`src/rtl/fdc_mem_arb.sv`:
```
// -----------------------------------------------------------------------------
// fdc_mem_arb
//
// Shares one 16-bit media-memory read port between two requesters.
// - Each requester has a one-word read cache, so byte fetches that land in the
//   same 16-bit word are answered without a memory cycle.
// - A WAIT-state timeout stops a silent memory from hanging a requester.
//
// Ports:
//   clk, rst           clock (rising edge), asynchronous active-high reset
//   req0/req1          level read requests; the address is held until ack
//   addr0/addr1        byte addresses; the word is selected by [19:1]
//   ack0/ack1          one-cycle completion pulses
//   rdata0/rdata1      returned words; held until the next ack of that port
//   err0/err1          valid with ack; 1 = timed out, data = BUSFREE
//   inv                pulse; clears both cache valid bits
//   mem_req            memory read strobe; held until mem_ack or timeout
//   mem_addr           registered request address
//   mem_rdata/mem_ack  memory return data and its valid strobe
//   busy               high whenever the arbiter is not in IDLE
// -----------------------------------------------------------------------------
module fdc_mem_arb #(
    parameter logic        FIXED_PRI = 1'b0,
    parameter logic [7:0]  TMO_CYC   = 8'd255,
    parameter logic [15:0] BUSFREE   = 16'hFFFF
) (
    input  logic        clk,
    input  logic        rst,
    input  logic        req0,
    input  logic [19:0] addr0,
    output logic        ack0,
    output logic [15:0] rdata0,
    output logic        err0,
    input  logic        req1,
    input  logic [19:0] addr1,
    output logic        ack1,
    output logic [15:0] rdata1,
    output logic        err1,
    input  logic        inv,
    output logic        mem_req,
    output logic [19:0] mem_addr,
    input  logic [15:0] mem_rdata,
    input  logic        mem_ack,
    output logic        busy
);

    typedef enum logic [1:0] {IDLE = 2'd0, LOOK = 2'd1, WAIT = 2'd2, DONE = 2'd3} state_t;

    state_t      state_reg, state_next;
    logic        gnt_reg, gnt_next;
    logic        last_reg;
    logic [19:0] mem_addr_reg;
    logic        mem_req_reg;
    logic [7:0]  cnt_reg;

    logic        grant_en, hit_en, miss_en, fill_en, tmo_en, done_en;
    logic        cache_hit;

    logic [1:0]  req_vec;
    logic [19:0] addr_vec  [2];
    logic [1:0]  valid_vec;
    logic [1:0]  ack_vec;
    logic [1:0]  err_vec;
    logic [18:0] tag_vec   [2];
    logic [15:0] cdata_vec [2];
    logic [15:0] rdata_vec [2];

    assign req_vec     = {req1, req0};
    assign addr_vec[0] = addr0;
    assign addr_vec[1] = addr1;

    // The granted address is already latched by LOOK, so compare against it.
    assign cache_hit = valid_vec[gnt_reg] && (tag_vec[gnt_reg] == mem_addr_reg[19:1]);

    // Next-state and per-cycle control strobes.
    always_comb begin
        state_next = state_reg;
        gnt_next   = gnt_reg;
        grant_en   = 1'b0;
        hit_en     = 1'b0;
        miss_en    = 1'b0;
        fill_en    = 1'b0;
        tmo_en     = 1'b0;
        case (state_reg)
            IDLE: begin
                if (|req_vec) begin
                    grant_en   = 1'b1;
                    state_next = LOOK;
                    if (req_vec == 2'b11) begin
                        // Tie: fixed mode favours port 0, otherwise the port
                        // that did not win last time.
                        gnt_next = FIXED_PRI ? 1'b0 : ~last_reg;
                    end else begin
                        gnt_next = req_vec[1];
                    end
                end
            end
            LOOK: begin
                if (cache_hit) begin
                    hit_en     = 1'b1;
                    state_next = DONE;
                end else begin
                    miss_en    = 1'b1;
                    state_next = WAIT;
                end
            end
            WAIT: begin
                if (mem_ack) begin
                    fill_en    = 1'b1;
                    state_next = DONE;
                end else if (cnt_reg == TMO_CYC - 8'd1) begin
                    tmo_en     = 1'b1;
                    state_next = DONE;
                end
            end
            DONE: begin
                state_next = IDLE;
            end
            default: begin
                state_next = IDLE;
            end
        endcase
    end

    assign done_en = hit_en | fill_en | tmo_en;

    always_ff @(posedge clk or posedge rst) begin
        if (rst) begin
            state_reg    <= IDLE;
            gnt_reg      <= 1'b0;
            last_reg     <= 1'b1;
            mem_addr_reg <= 20'd0;
            mem_req_reg  <= 1'b0;
            cnt_reg      <= 8'd0;
        end else begin
            state_reg <= state_next;
            if (grant_en) begin
                gnt_reg      <= gnt_next;
                mem_addr_reg <= addr_vec[gnt_next];
            end
            if (state_reg == DONE) begin
                last_reg <= gnt_reg;
            end
            if (miss_en) begin
                mem_req_reg <= 1'b1;
                cnt_reg     <= 8'd0;
            end else if (fill_en || tmo_en) begin
                mem_req_reg <= 1'b0;
            end else if (state_reg == WAIT) begin
                cnt_reg <= cnt_reg + 8'd1;
            end
        end
    end

    // Per-port result registers and one-word cache. Only the granted port's
    // registers ever change; inv reaches both valid bits and wins over a fill.
    genvar gi;
    for (gi = 0; gi < 2; gi++) begin : g_port
        localparam logic PORT_ID = (gi == 1);

        logic        port_sel;
        logic        valid_reg;
        logic        ack_reg;
        logic        err_reg;
        logic [18:0] tag_reg;
        logic [15:0] cdata_reg;
        logic [15:0] rdata_reg;

        assign port_sel = (gnt_reg == PORT_ID);

        always_ff @(posedge clk or posedge rst) begin
            if (rst) begin
                valid_reg <= 1'b0;
                ack_reg   <= 1'b0;
                err_reg   <= 1'b0;
                tag_reg   <= 19'd0;
                cdata_reg <= 16'd0;
                rdata_reg <= 16'd0;
            end else begin
                ack_reg <= done_en && port_sel;
                if (done_en && port_sel) begin
                    err_reg <= tmo_en;
                    if (hit_en) begin
                        rdata_reg <= cdata_reg;
                    end else if (fill_en) begin
                        rdata_reg <= mem_rdata;
                    end else begin
                        rdata_reg <= BUSFREE;
                    end
                end
                if (fill_en && port_sel) begin
                    tag_reg   <= mem_addr_reg[19:1];
                    cdata_reg <= mem_rdata;
                end
                if (inv) begin
                    valid_reg <= 1'b0;
                end else if (fill_en && port_sel) begin
                    valid_reg <= 1'b1;
                end
            end
        end

        assign valid_vec[gi] = valid_reg;
        assign ack_vec[gi]   = ack_reg;
        assign err_vec[gi]   = err_reg;
        assign tag_vec[gi]   = tag_reg;
        assign cdata_vec[gi] = cdata_reg;
        assign rdata_vec[gi] = rdata_reg;
    end

    assign ack0     = ack_vec[0];
    assign ack1     = ack_vec[1];
    assign err0     = err_vec[0];
    assign err1     = err_vec[1];
    assign rdata0   = rdata_vec[0];
    assign rdata1   = rdata_vec[1];
    assign mem_req  = mem_req_reg;
    assign mem_addr = mem_addr_reg;
    assign busy     = (state_reg != IDLE);

endmodule

```
`config.mk`:
```
export PLATFORM = sky130hd
export DESIGN_NAME = fdc_mem_arb
export DESIGN_NICKNAME = d
export VERILOG_FILES = /design/src/rtl/fdc_mem_arb.sv
export SDC_FILE = /design/constraint.sdc
export NUM_CORES = 1
export LEC_CHECK = 0
export ABC_AREA = 1
export BUFFER_PORTS_ARGS = -buffer_cell sky130_fd_sc_hd__buf_2
export CORE_UTILIZATION = 56
export DETAILED_ROUTE_END_ITERATION = 8
export GPL_TIMING_DRIVEN = 0
export PLACE_DENSITY = 0.8
export REMOVE_ABC_BUFFERS = 1
export SYNTH_ARGS = -nofsm -noshare
export SYNTH_HDL_FRONTEND = slang
export SYNTH_SLANG_ARGS = --single-unit
```
`constraint.sdc`:
```
create_clock -name clk -period 4.2 [get_ports clk]
set_input_delay 0 -clock clk [delete_from_list [all_inputs] [get_ports clk]]
set_output_delay 0 -clock clk [all_outputs]
set_load 0.01 [all_outputs]
```
==> results of run 1 <==
-- logic make-up (layout without fill, tap and decap cells) --
logic type | count (synthesis) | in the layout | share of synthesized area
simple gates | 455 | 455 | 0.2748
flops | 141 | 141 | 0.5353
compound gates | 127 | 127 | 0.1040
buf+inv | 100 | 273 | 0.06528
xor+xnor | 7 | 7 | 0.009298
fa+ha+maj | 6 | 6 | 0.01138
-- power by group through the flow --
| stage | Sequential, mW | Combinational, mW | Clock, mW |
|---|---|---|---|
| global placement | 2.36 | 2.05 | 0 |
| global route | 2.44 | 2.63 | 1.51 |
| CTS | 2.36 | 2.31 | 1.44 |
| finish | 2.38 | 2.32 | 1.42 |
| floorplan | 2.43 | 1.31 | 0 |
| detailed placement | 2.37 | 2.15 | 0 |
-- synthesized netlist by cell type (2+ instances only) --
library cell	n	area, um2
nor2_2	4	25.02
nand3_1	53	265.3
o22ai_1	19	118.9
nand4_1	2	12.51
nor3_1	2	10.01
inv_2	2	7.510
inv_1	57	214.0
o21ai_1	2	10.01
buf_2	8	40.04
nor2_1	38	142.6
buf_6	6	67.56
nand2_1	351	1318
xor2_1	7	61.31
o21ai_0	96	480.5
clkbuf_1	27	101.4
dfrtp_1	140	3503
a21oi_1	7	35.03
ha_1	6	75.07
a21oi_4	2	32.53
-- per-layer routing --
| layer | vias up | track usage | share of wire |
|---|---|---|---|
| li1 | 2981 | - | - |
| met5 | - | 0 | 0 |
| met2 | 247 | 0.4778 | 0.50 |
| met1 | 2789 | 0.3784 | 0.42 |
| met3 | 26 | 0.06806 | 0.067 |
| met4 | 0 | 0.09333 | 0.013 |
-- placed cells by master, fill, tap and decap left out, drive strengths merged, types with 3 or more instances in the layout --
| cell type | netlist | layout |
|---|---|---|
| buf | 14 | 123 |
| xor2 | 7 | 7 |
| o21ai | 98 | 98 |
| dfrtp | 140 | 140 |
| ha | 6 | 6 |
| nand4 | 3 | 3 |
| nand3 | 53 | 53 |
| inv | 59 | 59 |
| a21oi | 9 | 9 |
| o22ai | 19 | 19 |
| clkbuf | 27 | 23 |
| clkinv | 0 | 5 |
| dlygate4sd3 | 0 | 60 |
| nand2 | 352 | 352 |
| nor2 | 42 | 42 |
-- area by class of cell --
class	count	area, um2
well taps	143	178.9
multi-input cells	595	2645
repair buffers	183	1279
inverters	59	226.5
clock inverters	8	92.59
flip-flops and latches	141	3531
clock buffers	23	457.9
fillers	868	3057
-- what timing repair did --
action | CTS | global route
setup endpoints to repair | 0 | 39
hold buffers | 60 | 0
gates resized for setup | 0 | 2
hold endpoints to repair | 126 | 0
-- worst max-delay path: stages, from the launching register on --
cell and delay [ns]:
dfrtp_1 0.41, inv_1 0.12, ha_1 1.11, nand4_2 0.90, nand2_1 0.28, nand2_1 0.46, nand2_1 0.23, nand2_1 0.07
-- how the worst max path moves through the flow --
stage                                  start                   to  slack [ns]
after floorplan                          rst                 ack0        0.42
after global placement                   rst  g_port[0].valid_reg       -1.10
after detailed placement  g_port[1].port_sel           rdata1[15]       0.008
after CTS                 g_port[1].port_sel           rdata1[15]        0.01
after global routing      g_port[1].port_sel            rdata0[1]        0.16
final                           state_reg[1]            rdata1[1]        0.48
==> impl_metrics.toml, run 1 <==
[sta]
whs_ns = 0.02885
min_period_over_period = 0.8849
setup_viol = 0
finClkSkew_ns = 0.008065
maxSlewViolCount = 0
hold_violations = 0
period_minus_slack_ns = 3.717
fmax_ghz = 0.2691
rsz0062_at_grt = "no"
fin_setup_tns_ns = 0
max_slew.worst_pin.slew_ns = 1.412
setup_ws_ns = 0.4833
slew_headroom = 0.05836

[logic_synthesis]
synth_area_per_cell_um2 = 7.887
synth_edf_count = 0
yosysSeqAreaShare = 0.5353
ys_warn_count = 0
synthFlopType = "dfrtp_1"
syn_area_mm2 = 0.006594
ys_ff_latch = 141
synth_cell_types = 26
synthCells = 836
async_flop_share = 1.000

[global_routing]
antenna_found_initial = 0
grt_usage = 0.2897
grt_pass1_wl_um = 28270
grt-ovfl-total = 0
first_global_vias = 5887
grt_max_degree = 75

[hold_path]
hold_start = "req1"
whs_path_depth = 4
hp-class = "input port to register"
min_to = "mem_addr[0]"

[power]
p_sw_mw = 2.360
seq_power_share = 0.388
p_comb_frac = 0.379
power_frac_clock = 0.232
p_leak_nw = 4.337
ir_worst_vdd_mv = 0.4439
swShare = 0.3858
power.density_mw_per_mm2 = 727.4
fin_total_pwr_mw = 6.118
intPower_mw = 3.757

[clock_tree]
clk_pin_slew_ns = 0.06
clkSinkCount = 141
numCtsBuffers = 17
clock_path_buffers = 2
htreeDepth = 4
cts_tree = "yes"
ctsRootBufferMaster = "clkbuf_16"
cts_setup_buffers = 0
clk_latency_ns = 0.42

[worst_setup_path]
crit_path_max_fanout = 34
reg2reg_to = "rdata1[1]"
worstSetupStartpointType = "register"
path_class = "register to register"
r2r_setup_slack_ns = 0.48
reg2regPathDepth = 7
crit_path_end_kind = "register"
cp_data_required_time_ns = 4.50
cp.arrival_ns = 4.02
reg2reg_from = "state_reg[1]"

[floorplan]
die_y_um = 110.5
die_area_mm2 = 0.01221
core-area_mm2 = 0.01147
rows = 39
die_x_um = 110.5
io_pins = 120
start_util = 0.5750

[routing]
drtPass1Iterations = 5
vias = 6043
first_iter_violations = 500
wl_um = 16650
vias_per_cell = 5.246
drc = 0
ant_nets = 0
wl_per_cell_um = 14.45

[cells_and_area]
num-nets-final = 1065
fin_cells = 1152
drive_above_1_share = 0.1655
area_growth_pct = 27.55
n_antenna_cell = 0
fin_util = 0.7334
largest_reg_flops = 38
stdcell_area_mm2 = 0.008411

[placed_design]
placed_cells = 1061
placed_cell_area_mm2 = 0.007254
place_congestion = 0.7865
pre_cts_slack_ns = 0.008192
dp_hpwl_um = 9775
io_buffers = 119

[job]
maxCapViolCount = 0

[outcome]
outcome = "complete, no violations"
No activity file was read; power rests on OpenSTA's default activity.
==> run 2, diff against run 1 <==
--- a/config.mk
+++ b/config.mk
@@ -6,11 +6,12 @@
 export NUM_CORES = 1
 export LEC_CHECK = 0
 export ABC_AREA = 1
+export ABC_CLOCK_PERIOD_IN_PS = 4700
 export BUFFER_PORTS_ARGS = -buffer_cell sky130_fd_sc_hd__buf_2
-export CORE_UTILIZATION = 56
+export CORE_UTILIZATION = 60
 export DETAILED_ROUTE_END_ITERATION = 8
 export GPL_TIMING_DRIVEN = 0
-export PLACE_DENSITY = 0.8
+export PLACE_DENSITY_LB_ADDON = 0.2
 export REMOVE_ABC_BUFFERS = 1
 export SYNTH_ARGS = -nofsm -noshare
 export SYNTH_HDL_FRONTEND = slang
==> constraint.sdc (replaced) <==
create_clock -name clk -period 4.7 [get_ports clk]
set_input_delay 0 -clock clk [delete_from_list [all_inputs] [get_ports clk]]
set_output_delay 0 -clock clk [all_outputs]
set_load 0.01 [all_outputs]
==> run 2 against run 1 <==
  * Setup slack improved by 0.046 ns
  * Hold slack improved by 0.072 ns
  * Clock-buffer cell count decreased by 4
  * Die area decreased by 6.5%
  * Critical path depth increased by 6
  * Combinational power decreased by 5%
  * First-iteration DRC count decreased by 20%
  * Critical path type unchanged
  * Largest cell class unchanged
  * Highest routed layer unchanged
==> impl_metrics.toml, run 2 (synthesized netlist as in run 1, its figures left out) <==
[outcome]
outcome = "complete, no violations"

[routing]
drtPass1Iterations = 5
first_iter_violations = 401
ant_nets = 0
vias_per_cell = 5.549
vias = 6365
wl_um = 17500
drc = 0
wl_per_cell_um = 15.25

[cells_and_area]
area_growth_pct = 28.44
multi_input_area_mm2 = 0.002641
final.fill_count = 684
regArea_mm2 = 0.003530
final_common_cell = "nand2_1"
layout_common_cells = "nand2_1, dfrtp_1, buf_2"
num-nets-final = 1067
stdcell_area_mm2 = 0.008469
n_antenna_cell = 0
drive_above_1_share = 0.1672
fin_util = 0.8059
largest_reg_flops = 38

[floorplan]
io_pins = 120
die_x_um = 106.8
core-area_mm2 = 0.01051
die_y_um = 106.8
start_util = 0.6275
die_area_mm2 = 0.01141
rows = 37

[sta]
slew_headroom = 0.1124
fmax_ghz = 0.2397
rsz0062_at_grt = "no"
period_minus_slack_ns = 4.171
setup_viol = 0
min_period_over_period = 0.8875
finClkSkew_ns = 0.009099
hold_violations = 0
maxSlewViolCount = 0
max_slew.worst_pin.slew_ns = 1.330

[power]
p_leak_nw = 4.374
ir_worst_vdd_mv = 0.3633
power.density_mw_per_mm2 = 672.1

[hold_path]
hp-class = "input port to async pin"

[worst_setup_path]
reg2reg_from = "g_port[1].port_sel"
cp_data_required_time_ns = 5.11
reg2reg_to = "rdata1[2]"
path_class = "register to register"
crit_path_end_kind = "register"
cp_num_cells = 13
path_common_cell = "nand2_1"
critPathLaunch = "g_port[1].port_sel"
cp.arrival_ns = 4.58
crit_slowest_cell = "dfrtp_1"
critical_path_buf_inv_count = 1
r2r_setup_slack_ns = 0.53
crit_path_max_fanout = 29
crit_family = "simple AND/OR/NAND/NOR gates"
endpoint = "rdata1[2]"
cpPeakStageDelay_ns = 1.10
crit_chain = "inv_2, nand2_1, nand2_1, nand2_1, nand2_1, nor2_1, nand2_1, nor2_2, nand4_2, nand2_1, nand2_1, nand2_1, nand2_1"
reg2regPathDepth = 13
worstSetupStartpointType = "register"

[clock_tree]
clk_pin_slew_ns = 0.06
ctsRootBufferMaster = "clkbuf_8"
cts_tree = "yes"
numCtsBuffers = 17
htreeDepth = 4
clock_path_buffers = 2
clk_latency_ns = 0.53
clkSinkCount = 141
cts_setup_buffers = 0

[global_routing]
grt_pass1_wl_um = 29280
grt_max_degree = 81
antenna_found_initial = 0
grt-ovfl-total = 0
grt_usage = 0.3314
first_global_vias = 6296

[placed_design]
io_buffers = 119
placed_cell_area_mm2 = 0.007266
dp_hpwl_um = 10210
place_congestion = 0.8207

[job]
maxCapViolCount = 0
run 2: cell count changes in the layout (fill, tap and decap cells not counted), sizes merged:
cell / previous run / this run
buf: 123 / 124
clkbuf: 23 / 19
dlygate4sd3: 60 / 61
bufinv: 2 / 4
clkinvlp: 1 / 3
run 2: cell type report:
cell class                 instances  share of cell area
inverter                          59             0.02674
sequential                       141              0.4168
tap                              136             0.02009
multi-input combinational        595              0.3119
timing repair buffer             185              0.1545
clock buffer                      19             0.04979
clock inverter                    12             0.02024
run 2: worst min-delay path by stage:
stage,end,slack (ns),cells past startpoint
after global placement,g_port[1].valid_reg,0.17,2
final,g_port[1].tag_reg[2],0.10,3
after global routing,g_port[1].tag_reg[2],0.15,3
after CTS,g_port[1].tag_reg[2],0.11,3
after floorplan,g_port[0].valid_reg,0.06,1
after detailed placement,g_port[1].tag_reg[2],0.12,2
run 2: through the flow:
stage | TNS, ns | hold slack, ns | power [mW] | instances | setup slack (ns)
final | 0 | 0.1011 | 5.693 | 1147 | 0.5289
after global routing | 0 | 0.1479 | 6.093 | 1147 | 0.1851
after CTS | 0 | 0.1138 | 5.649 | 1147 | 0.5110
after detailed placement | 0 | 0.1200 | 4.080 | 1055 | 0.5576
after global placement | -65.39 | 0.1687 | 3.921 | 1050 | -0.4734
after floorplan | 0 | 0.06314 | 3.338 | 795 | 0.9204
run 2: power by group:
part	switching, mW	leakage, nW	internal (mW)
clock network	0.503	0.283	0.855
registers	0.372	1.74	1.76
logic	1.31	2.35	0.888
run 2: tightest hold or removal path: cells and delay by family:
family                 cells  cell delay, ns
buffers and inverters      3            1.09
run 2: repair_timing:
action / in CTS / in global routing
hold buffers: 61 / 0
endpoints found under the hold margin: 152 / 0
gates resized for setup: 0 / 0
run 2: per-layer routing:
metal  wire [um]  vias to the layer above  global-route usage
met3        1096                       54             0.05897
met5           0                        -                   0
met1        7086                     3029              0.4153
met2        8831                      287              0.5548
met4         481                        0              0.1644
li1            -                     2995                   -
